### src/rtl/present_pkg.sv
// present_pkg
// Shared PRESENT-80 definitions used by both the encryptor and the decryptor.
// Contents:
//   BLOCK_W / KEY_W / CTR_W   datapath widths (64-bit block, 80-bit key, 5-bit round counter)
//   SBOX_TABLE / INV_SBOX_TABLE  4-bit S-box and its inverse, packed one nibble per input value
//   fsm_state_t               control states of the iterative cores
//   sbox_layer / inv_sbox_layer, player / inv_player,
//   key_update / inv_key_update   round building blocks
package present_pkg;

    localparam int BLOCK_W = 64;
    localparam int KEY_W   = 80;
    localparam int CTR_W   = 5;

    // Entry for input value x lives in bits [4x+3:4x].
    localparam logic [63:0] SBOX_TABLE     = 64'h2174_8FE3_DA09_B65C;
    localparam logic [63:0] INV_SBOX_TABLE = 64'hA970_364B_D21C_8FE5;

    typedef enum logic [2:0] {
        ST_IDLE,
        ST_KEYEXP,
        ST_WHITEN,
        ST_DECRYPT,
        ST_DONE
    } fsm_state_t;

    function automatic logic [3:0] sbox(input logic [3:0] x);
        return SBOX_TABLE[{x, 2'b00} +: 4];
    endfunction

    function automatic logic [3:0] inv_sbox(input logic [3:0] x);
        return INV_SBOX_TABLE[{x, 2'b00} +: 4];
    endfunction

    function automatic logic [BLOCK_W-1:0] sbox_layer(input logic [BLOCK_W-1:0] x);
        logic [BLOCK_W-1:0] y;
        y = '0;
        for (int i = 0; i < 16; i++) y[4*i +: 4] = sbox(x[4*i +: 4]);
        return y;
    endfunction

    function automatic logic [BLOCK_W-1:0] inv_sbox_layer(input logic [BLOCK_W-1:0] x);
        logic [BLOCK_W-1:0] y;
        y = '0;
        for (int i = 0; i < 16; i++) y[4*i +: 4] = inv_sbox(x[4*i +: 4]);
        return y;
    endfunction

    // Bit i moves to position 16*i mod 63; bit 63 stays put.
    function automatic logic [BLOCK_W-1:0] player(input logic [BLOCK_W-1:0] x);
        logic [BLOCK_W-1:0] y;
        y = '0;
        for (int i = 0; i < 63; i++) y[(16 * i) % 63] = x[i];
        y[63] = x[63];
        return y;
    endfunction

    function automatic logic [BLOCK_W-1:0] inv_player(input logic [BLOCK_W-1:0] x);
        logic [BLOCK_W-1:0] y;
        y = '0;
        for (int i = 0; i < 63; i++) y[i] = x[(16 * i) % 63];
        y[63] = x[63];
        return y;
    endfunction

    // Rotate left by 61 is the same as rotate right by 19.
    function automatic logic [KEY_W-1:0] key_update(input logic [KEY_W-1:0] k,
                                                    input logic [CTR_W-1:0] ctr);
        logic [KEY_W-1:0] t;
        t          = {k[18:0], k[79:19]};
        t[79:76]   = sbox(t[79:76]);
        t[19:15]   = t[19:15] ^ ctr;
        return t;
    endfunction

    // Undo key_update step by step in reverse order; rotate right 61 == rotate left 19.
    function automatic logic [KEY_W-1:0] inv_key_update(input logic [KEY_W-1:0] k,
                                                        input logic [CTR_W-1:0] ctr);
        logic [KEY_W-1:0] t;
        t          = k;
        t[19:15]   = t[19:15] ^ ctr;
        t[79:76]   = inv_sbox(t[79:76]);
        return {t[60:0], t[79:61]};
    endfunction

endpackage

### src/rtl/present_dec_round.sv
// present_dec_round
// One combinational PRESENT-80 decryption round.
// Ports:
//   i_state       current 64-bit cipher state
//   i_key         round key K(ctr+1) currently held in the key register
//   i_ctr         round counter of the round being undone
//   o_next_state  state after inverse permutation, inverse S-box layer and key add
//   o_prev_key    round key K(ctr), also the key mixed into o_next_state
module present_dec_round
    import present_pkg::*;
(
    input  logic [BLOCK_W-1:0] i_state,
    input  logic [KEY_W-1:0]   i_key,
    input  logic [CTR_W-1:0]   i_ctr,
    output logic [BLOCK_W-1:0] o_next_state,
    output logic [KEY_W-1:0]   o_prev_key
);

    logic [KEY_W-1:0] w_prev_key;

    // Step the key schedule backwards first; the recovered key is the one
    // the encryptor added before this round's substitution.
    always_comb begin
        w_prev_key   = inv_key_update(i_key, i_ctr);
        o_prev_key   = w_prev_key;
        o_next_state = inv_sbox_layer(inv_player(i_state)) ^ w_prev_key[79:16];
    end

endmodule

### src/rtl/present80_decrypt.sv
// present80_decrypt
// Iterative PRESENT-80 block decryptor, one round per clock.
// The last round key is not supplied; it is derived by running the key
// schedule forward from the master key, then the schedule is unwound while
// the rounds are undone.
// Ports:
//   clk          system clock, rising edge
//   rst          synchronous active-high reset
//   start        request, sampled only while idle
//   cipher_text  64-bit ciphertext, captured on the accepted start
//   master_key   80-bit master key, captured on the accepted start
//   out          64-bit plaintext, valid while done is high
//   done         registered completion flag, held until start goes low
module present80_decrypt
    import present_pkg::*;
#(
    parameter int ROUNDS = 31
) (
    input  logic               clk,
    input  logic               rst,
    input  logic               start,
    input  logic [BLOCK_W-1:0] cipher_text,
    input  logic [KEY_W-1:0]   master_key,
    output logic [BLOCK_W-1:0] out,
    output logic               done
);

    localparam logic [CTR_W-1:0] LAST_CTR = CTR_W'(ROUNDS);

    fsm_state_t         r_fsm;
    logic [BLOCK_W-1:0] r_state;
    logic [KEY_W-1:0]   r_key;
    logic [CTR_W-1:0]   r_ctr;
    logic [BLOCK_W-1:0] r_out;
    logic               r_done;

    logic [BLOCK_W-1:0] w_next_state;
    logic [KEY_W-1:0]   w_prev_key;

    present_dec_round u_round (
        .i_state      (r_state),
        .i_key        (r_key),
        .i_ctr        (r_ctr),
        .o_next_state (w_next_state),
        .o_prev_key   (w_prev_key)
    );

    // Control FSM plus all datapath registers. The counter climbs 1..ROUNDS
    // during key expansion and falls ROUNDS..1 during decryption; it is held
    // at its end value rather than stepped past it so it never wraps.
    always_ff @(posedge clk) begin
        if (rst) begin
            r_fsm   <= ST_IDLE;
            r_state <= '0;
            r_key   <= '0;
            r_ctr   <= '0;
            r_out   <= '0;
            r_done  <= 1'b0;
        end else begin
            case (r_fsm)
                ST_IDLE: begin
                    if (start) begin
                        r_state <= cipher_text;
                        r_key   <= master_key;
                        r_ctr   <= CTR_W'(1);
                        r_fsm   <= ST_KEYEXP;
                    end
                end
                ST_KEYEXP: begin
                    r_key <= key_update(r_key, r_ctr);
                    if (r_ctr == LAST_CTR) begin
                        r_fsm <= ST_WHITEN;
                    end else begin
                        r_ctr <= r_ctr + CTR_W'(1);
                    end
                end
                ST_WHITEN: begin
                    r_state <= r_state ^ r_key[79:16];
                    r_ctr   <= LAST_CTR;
                    r_fsm   <= ST_DECRYPT;
                end
                ST_DECRYPT: begin
                    r_state <= w_next_state;
                    r_key   <= w_prev_key;
                    if (r_ctr == CTR_W'(1)) begin
                        r_out  <= w_next_state;
                        r_done <= 1'b1;
                        r_fsm  <= ST_DONE;
                    end else begin
                        r_ctr <= r_ctr - CTR_W'(1);
                    end
                end
                ST_DONE: begin
                    // Requiring start low here stops a held start from retriggering.
                    if (!start) begin
                        r_done <= 1'b0;
                        r_fsm  <= ST_IDLE;
                    end
                end
                default: begin
                    r_fsm <= ST_IDLE;
                end
            endcase
        end
    end

    assign out  = r_out;
    assign done = r_done;

endmodule

### config.mk
export PLATFORM = sky130hd
export DESIGN_NAME = present80_decrypt
export DESIGN_NICKNAME = d
export VERILOG_FILES = /design/src/rtl/present_pkg.sv /design/src/rtl/present_dec_round.sv /design/src/rtl/present80_decrypt.sv
export SDC_FILE = /design/constraint.sdc
export NUM_CORES = 1
export LEC_CHECK = 0
export CAP_MARGIN = 20
export CORE_UTILIZATION = 35
export CTS_BUF_LIST = sky130_fd_sc_hd__clkbuf_4 sky130_fd_sc_hd__clkbuf_8
export CTS_CLUSTER_SIZE = 25
export DETAILED_ROUTE_END_ITERATION = 10
export DONT_BUFFER_PORTS = 1
export PLACE_DENSITY = 0.49
export SYNTH_ARGS = -nofsm -noshare
export SYNTH_HDL_FRONTEND = slang
export SYNTH_SLANG_ARGS = --single-unit
### constraint.sdc
create_clock -name clk -period 2.9 [get_ports clk]
set_input_delay 0.29 -clock clk [delete_from_list [all_inputs] [get_ports clk]]
set_output_delay 0.29 -clock clk [all_outputs]
set_load 0.02 [all_outputs]
# Word level (Yosys, flattened, before mapping)
# Index checks and enable logic that the tools add are counted.
# totals
wordCells,69
out_inout_bits,65
in_bits,147
reg_bits,217
# classes
shifts,18
eq_ne,12
reduce_logical,11
muxes,16
addsub,2
bitwise,4
# op_table
operator,count
"64-bit by 7-bit variable part select with 4-bit output, first input constant",18
80-bit case mux with 3 select lines,1
64-bit case mux with 3 select lines,1
64-bit bitwise XOR,2
80-bit 2-to-1 mux,1
64-bit 2-to-1 mux,1
5-bit case mux with 4 select lines,1
5-bit 2-to-1 mux,3
3-bit case mux with 5 select lines,1
3-bit 2-to-1 mux,4
"2-bit != test, second input constant",6
5-bit bitwise XOR,2
4-bit AND reduction,2
"3-bit by 2-bit equality test with 1-bit output, second input constant",2
2-bit AND reduction,3
3-bit nonzero test,2
"5-bit by 1-bit adder with 5-bit output, second input constant",1
"5-bit by 1-bit equality test with 1-bit output, second input constant",1
"5-bit equality test, second input constant",1
"5-bit by 1-bit subtractor with 5-bit output, second input constant",1
4-bit nonzero test,1
"3-bit by 1-bit equality test with 1-bit output, second input constant",1
"3-bit equality test, second input constant",1
3-bit zero test,1
4 further kinds,5

# Logic depth before layout (Yosys ltp)
# depth
depth_word,3
mapped_depth,9
ltp_nobuf,8

# Modules after synthesis
# A second synthesis with hierarchy kept.
# unflattened
cells_unflattened,2072
hier_area_um2,16169.3
# modules_own_cells
module,instances,area_per_inst_um2,cells_each,seq_area_each_um2
present80_decrypt,1,11499.8,1494,4344.2
present_dec_round,1,4669.5,578,0.0

# Least setup slack after synthesis
# No wires, ideal clock.
# synth_timing
path_kind,register to register
from,register r_ctr[2]
to,register r_ctr[2]
setup_slack_ns,0.813
arrival_ns,2.016
required_time_ns,2.829
synth_period_minus_slack_ns,2.087
path_stages_with_launch,9
path_cell_list,dfxtp_1 -> buf_1 -> and3_1 -> ha_1 -> nand2b_1 -> a31oi_1 -> o21ai_2 -> or4_1 -> a21oi_1
# synth_via
elab_chain_len,3
# synth_lines
item,line,rtl
from (decl),present80_decrypt.sv:33,logic [CTR_W-1:0] r_ctr;
from (signal assigned),present80_decrypt.sv:74,r_ctr <= r_ctr + CTR_W'(1);
from (signal assigned),present80_decrypt.sv:90,r_ctr <= r_ctr - CTR_W'(1);
"5-bit by 1-bit subtractor with 5-bit output, or another cell as far along",present80_decrypt.sv:90,
"5-bit 2-to-1 mux, or another cell as far along",present80_decrypt.sv:85,if (r_ctr == CTR_W'(1)) begin
5-bit case mux with 4 select lines or 4-bit AND reduction (tied branches),-,
# Several ways; a longest one is shown, not always the timed one. The select of a mux whose other input is x is not followed.
# A chain may end at the register's enable or synchronous reset.

# Worst setup path after layout
# layout_timing
from,register r_state[1]
to,register r_state[7]
# layout_via
elab_chain_len,3
# layout_lines
item,line,rtl
from (decl),present80_decrypt.sv:31,logic [BLOCK_W-1:0] r_state;
from (signal assigned),present80_decrypt.sv:63,r_state <= cipher_text;
from (signal assigned),present80_decrypt.sv:78,r_state <= r_state ^ r_key[79:16];
from (signal assigned),present80_decrypt.sv:83,r_state <= w_next_state;
64-bit by 7-bit variable part select with 4-bit output,present_pkg.sv:32,"return INV_SBOX_TABLE[{x, 2'b00} +: 4];"
64-bit bitwise XOR,present_dec_round.sv:26,o_next_state = inv_sbox_layer(inv_player(i_state)) ^ w_prev_key[79:16];
64-bit case mux with 3 select lines,present80_decrypt.sv:60,case (r_fsm)
# No other way between the ends.

==> run summary <==
================================================================================
Crit-path cells                                                     inv_1 -> ha_1 -> mux4_2 -> xnor2_1 -> a2bb2oi_1 -> a211oi_1 -> dlygate4sd3_1
Clock-pin transition on the worst setup and hold timing paths              60 ps
PD cells                                                             532 mW/mm^2
Total iterations of the first detailed-routing run                             5
Max capacitance violation total                                                0
Clock latency at the later pin of the worst-skew pair                     600 ps
Number of CTS-inserted buffers                                                43
IR Drop Worst-Case VDD                                                  0.272 mV
Worst relative slew slack                                                  41.5%
Post-layout nets                                                            2141
Number of core rows                                                           76
DRT antenna net count                                                          0
Crit end category                                                       register
Core box area                                                        0.0431 mm^2
Part of the Yosys area used for sequential elements                        28.5%
Syn_nets                                                                    2147
Largest net degree at the start of global routing                            154
Area enclosed by the die boundary                                    0.0444 mm^2
Run status                                                          complete, no violations
Overall die height                                                        211 um
Worst min-delay path class                                                in2reg
R2R Path End                                                          r_state[7]
Number of endpoints failing setup at the final stage                           0
I/O pin cnt                                                                  212
Die W                                                                     211 um
Aggregate global routing overflow                                              0
Highest cell delay on the worst timing path                               580 ps
Hold violation count in the final report                                       0
Post-layout worst setup margin                                           47.2 ps
Count of H-tree levels built during CTS                                        2
Global routing usage summed across all routing layers                      28.0%
Number of flops mapped to enable cells by yosys                                0
Number of stages on the worst hold path                                        4
Number of synthesized register bits                                          217
Overall routed net length                                               62400 um
Commonest cells after routing, fill and taps aside                  304 x sky130_fd_sc_hd__nor2_1, 205 x sky130_fd_sc_hd__dfxtp_1, 135 x sky130_fd_sc_hd__a211oi_1
Initial antenna violation count                                                6
FFs w/ async S/R, synth                                                       0%
Post-place setup slack                                                    449 ps
Fin. max-slew vios                                                             0
Hold EP                                                                r_key[28]
Most area-consuming cells after synthesis                           sky130_fd_sc_hd__dfxtp_1 28%, sky130_fd_sc_hd__ha_1 9.6%, sky130_fd_sc_hd__nor2_1 7.5%
Gate count after technology mapping                                         1883
Number of buffers on the longest clock path                                    3
Share of the clock period used by the worst path after layout              98.4%
DRC violation total after the first TritonRoute iteration                   1251
# fillers                                                                   4302
Sequential cell area                                                0.00436 mm^2
Post-detailed-route via-to-cell ratio                                       5.76
Number of buffers and inverters on the critical path                           2
Share of the synthesized area in the top cell type                         28.5%
R2r setup slk                                                              50 ps
Half-perimeter wire length after detailed placement                     44800 um
Fraction of final layout cells with drive strength greater than 1          10.9%
Root cell of the clock tree                                         sky130_fd_sc_hd__clkbuf_8
Kind of critical path                                                    reg2reg
Post-Syn Area per Cell                                                 8.10 um^2
Leading cell type in the layout, fill and taps excluded             sky130_fd_sc_hd__nor2_1
Final critical path time including I/O delays and setup                  2850 ps
Startpoint of the most critical register-to-register path             r_state[1]
Slowest cell on the critical path                                   sky130_fd_sc_hd__dlygate4sd3_1
Unrepaired setup endpoints after global routing                             true
Total via count in the routed design                                       14380
Required time at the worst-slack endpoint                                3440 ps
Count of cells along the worst register-to-register path                       7
First-pass GRT wire length                                              91500 um
Layout Area Growth over Synthesis                                          15.6%
Arrival @ worst endpoint                                                 3400 ps
Maximum fanout along the worst path                                            7
Netlist Area Pre-Place                                               0.0153 mm^2
Final estimated routing congestion in global placement                     0.908
Worst clock skew                                                         23.0 ps
Number of remaining DRC errors                                                 0
Yosys cell types                                                              58
Clock tree from TritonCTS                                                    yes
Total of buffers placed on input and output ports                              0
Kind of launch point of the worst setup path                            register
Average wire per standard cell                                           25.0 um
Minimum hold slack                                                       37.5 ps
Kind of cell adding the most delay to the critical path             buffers and inverters
Count of warnings emitted by yosys                                             0
Number of sinks on the clock net                                             217
Most instantiated flip-flop cell in the synthesis netlist           sky130_fd_sc_hd__dfxtp_1
Highest Clock Rate                                                     0.351 GHz
Total power draw                                                         9380 uW
Static leakage                                                        0.00647 uW
Actual slew at the worst max-slew pin                                     877 ps
Via count of the first global-routing pass                                 13449
Yosys top cell by area                                              sky130_fd_sc_hd__dfxtp_1
Starting utilization of the core area                                      35.4%
Footprint of the multi-input gates                                   0.0100 mm^2
Startpoint of the worst hold path                                   master_key[28]
================================================================================
==> worst reg2reg max path, delay by kind of cell (launching register included) <==
| kind | cells | cell delay [ps] |
|---|---|---|
| buffers and inverters | 2 | 730 |
| multiplexers | 1 | 520 |
| flip-flops | 1 | 440 |
| adder cells (fa/ha/maj) | 1 | 400 |
| XOR/XNOR | 1 | 370 |
| AO/OA/AOI/OAI | 2 | 350 |
==> metrics by stage <==
step | std cells | util (%) | TNS [ps] | area, um^2
finish | 2496 | 40.9 | 0 | 17600
detailed placement | 2335 | 36.6 | 0 | 15700
global route | 2492 | 40.9 | -60.5 | 17600
floorplan | 1883 | - | 0 | 15300
CTS | 2492 | 40.7 | 0 | 17500
global placement | 2335 | 36.6 | 0 | 15700
==> where the power goes <==
part | switching [uW] | internal (uW)
sequential | 544 | 3170
combinational | 1220 | 1010
clock | 1460 | 1990
total | 3220 | 6160
==> repair_timing <==
item,4_1_cts,5_1_grt
hold buffers,82,0
gates resized for setup,0,27
endpoints found under the setup margin,0,26
buffers inserted,0,0
hold endpoints to repair,217,0
==> state kept, by name (all words and copies together) (netlist names) <==
signal / count
r_ctr: 5
done: 1
r_state: 64
out: 64
r_key: 80
r_fsm: 3
==> worst max-delay path by stage <==
stage | from | endpoint | cells past startpoint
global placement | r_ctr[0] | out[60] | 5
floorplan | r_ctr[2] | r_ctr[2] | 8
CTS | r_state[6] | r_state[24] | 8
finish | r_state[1] | r_state[7] | 7
global route | r_ctr[0] | r_ctr[1] | 9
detailed placement | r_ctr[0] | out[60] | 5
==> kinds of logic after synthesis <==
logic type | synth area share (%)
xor+xnor | 4.71
flops | 28.5
mux | 11.2
fa+ha+maj | 9.59
compound gates | 24.1
buf+inv | 6.80
simple gates | 15.2
==> cells in the mapped netlist (5+ instances only) <==
library cell	number
sky130_fd_sc_hd__nor2_1	305
sky130_fd_sc_hd__dfxtp_1	217
sky130_fd_sc_hd__a211oi_1	135
sky130_fd_sc_hd__a21oi_1	131
sky130_fd_sc_hd__nand2_1	129
sky130_fd_sc_hd__ha_1	117
sky130_fd_sc_hd__clkbuf_1	113
sky130_fd_sc_hd__inv_1	79
sky130_fd_sc_hd__o21ai_0	79
sky130_fd_sc_hd__mux2i_1	73
sky130_fd_sc_hd__xnor2_1	54
sky130_fd_sc_hd__nor3_1	52
sky130_fd_sc_hd__a221oi_1	46
sky130_fd_sc_hd__a22oi_1	39
sky130_fd_sc_hd__buf_2	38
sky130_fd_sc_hd__mux4_2	36
sky130_fd_sc_hd__xor2_1	28
sky130_fd_sc_hd__a311oi_1	25
sky130_fd_sc_hd__nand3_1	21
sky130_fd_sc_hd__a2bb2oi_1	19
sky130_fd_sc_hd__o211ai_1	16
sky130_fd_sc_hd__mux2_2	15
sky130_fd_sc_hd__or3_1	15
sky130_fd_sc_hd__a21o_1	13
sky130_fd_sc_hd__buf_1	13
sky130_fd_sc_hd__a211o_1	10
sky130_fd_sc_hd__nand2b_1	7
sky130_fd_sc_hd__o21a_1	6
sky130_fd_sc_hd__buf_6	5
sky130_fd_sc_hd__nand3b_1	5
==> per-layer routing <==
metal | wire length, um | GRT usage (%) | vias to the layer above
li1 | - | - | 6737
met4 | 1800 | 8.97 | 2
met5 | 14 | 0 | -
met2 | 28100 | 44.4 | 552
met3 | 5750 | 6.01 | 85
met1 | 26700 | 37.6 | 7004
==> final cells by class <==
type                       count  share of cell area (%)
multi-input combinational   1415                    56.8
sequential                   217                    24.7
timing repair buffer         120                    7.29
clock buffer                  73                    5.23
tap                          585                    4.15
inverter                      80                    1.72
clock inverter                 2                  0.0567
antenna                        4                  0.0567
Power figures use the tool's default switching activity.
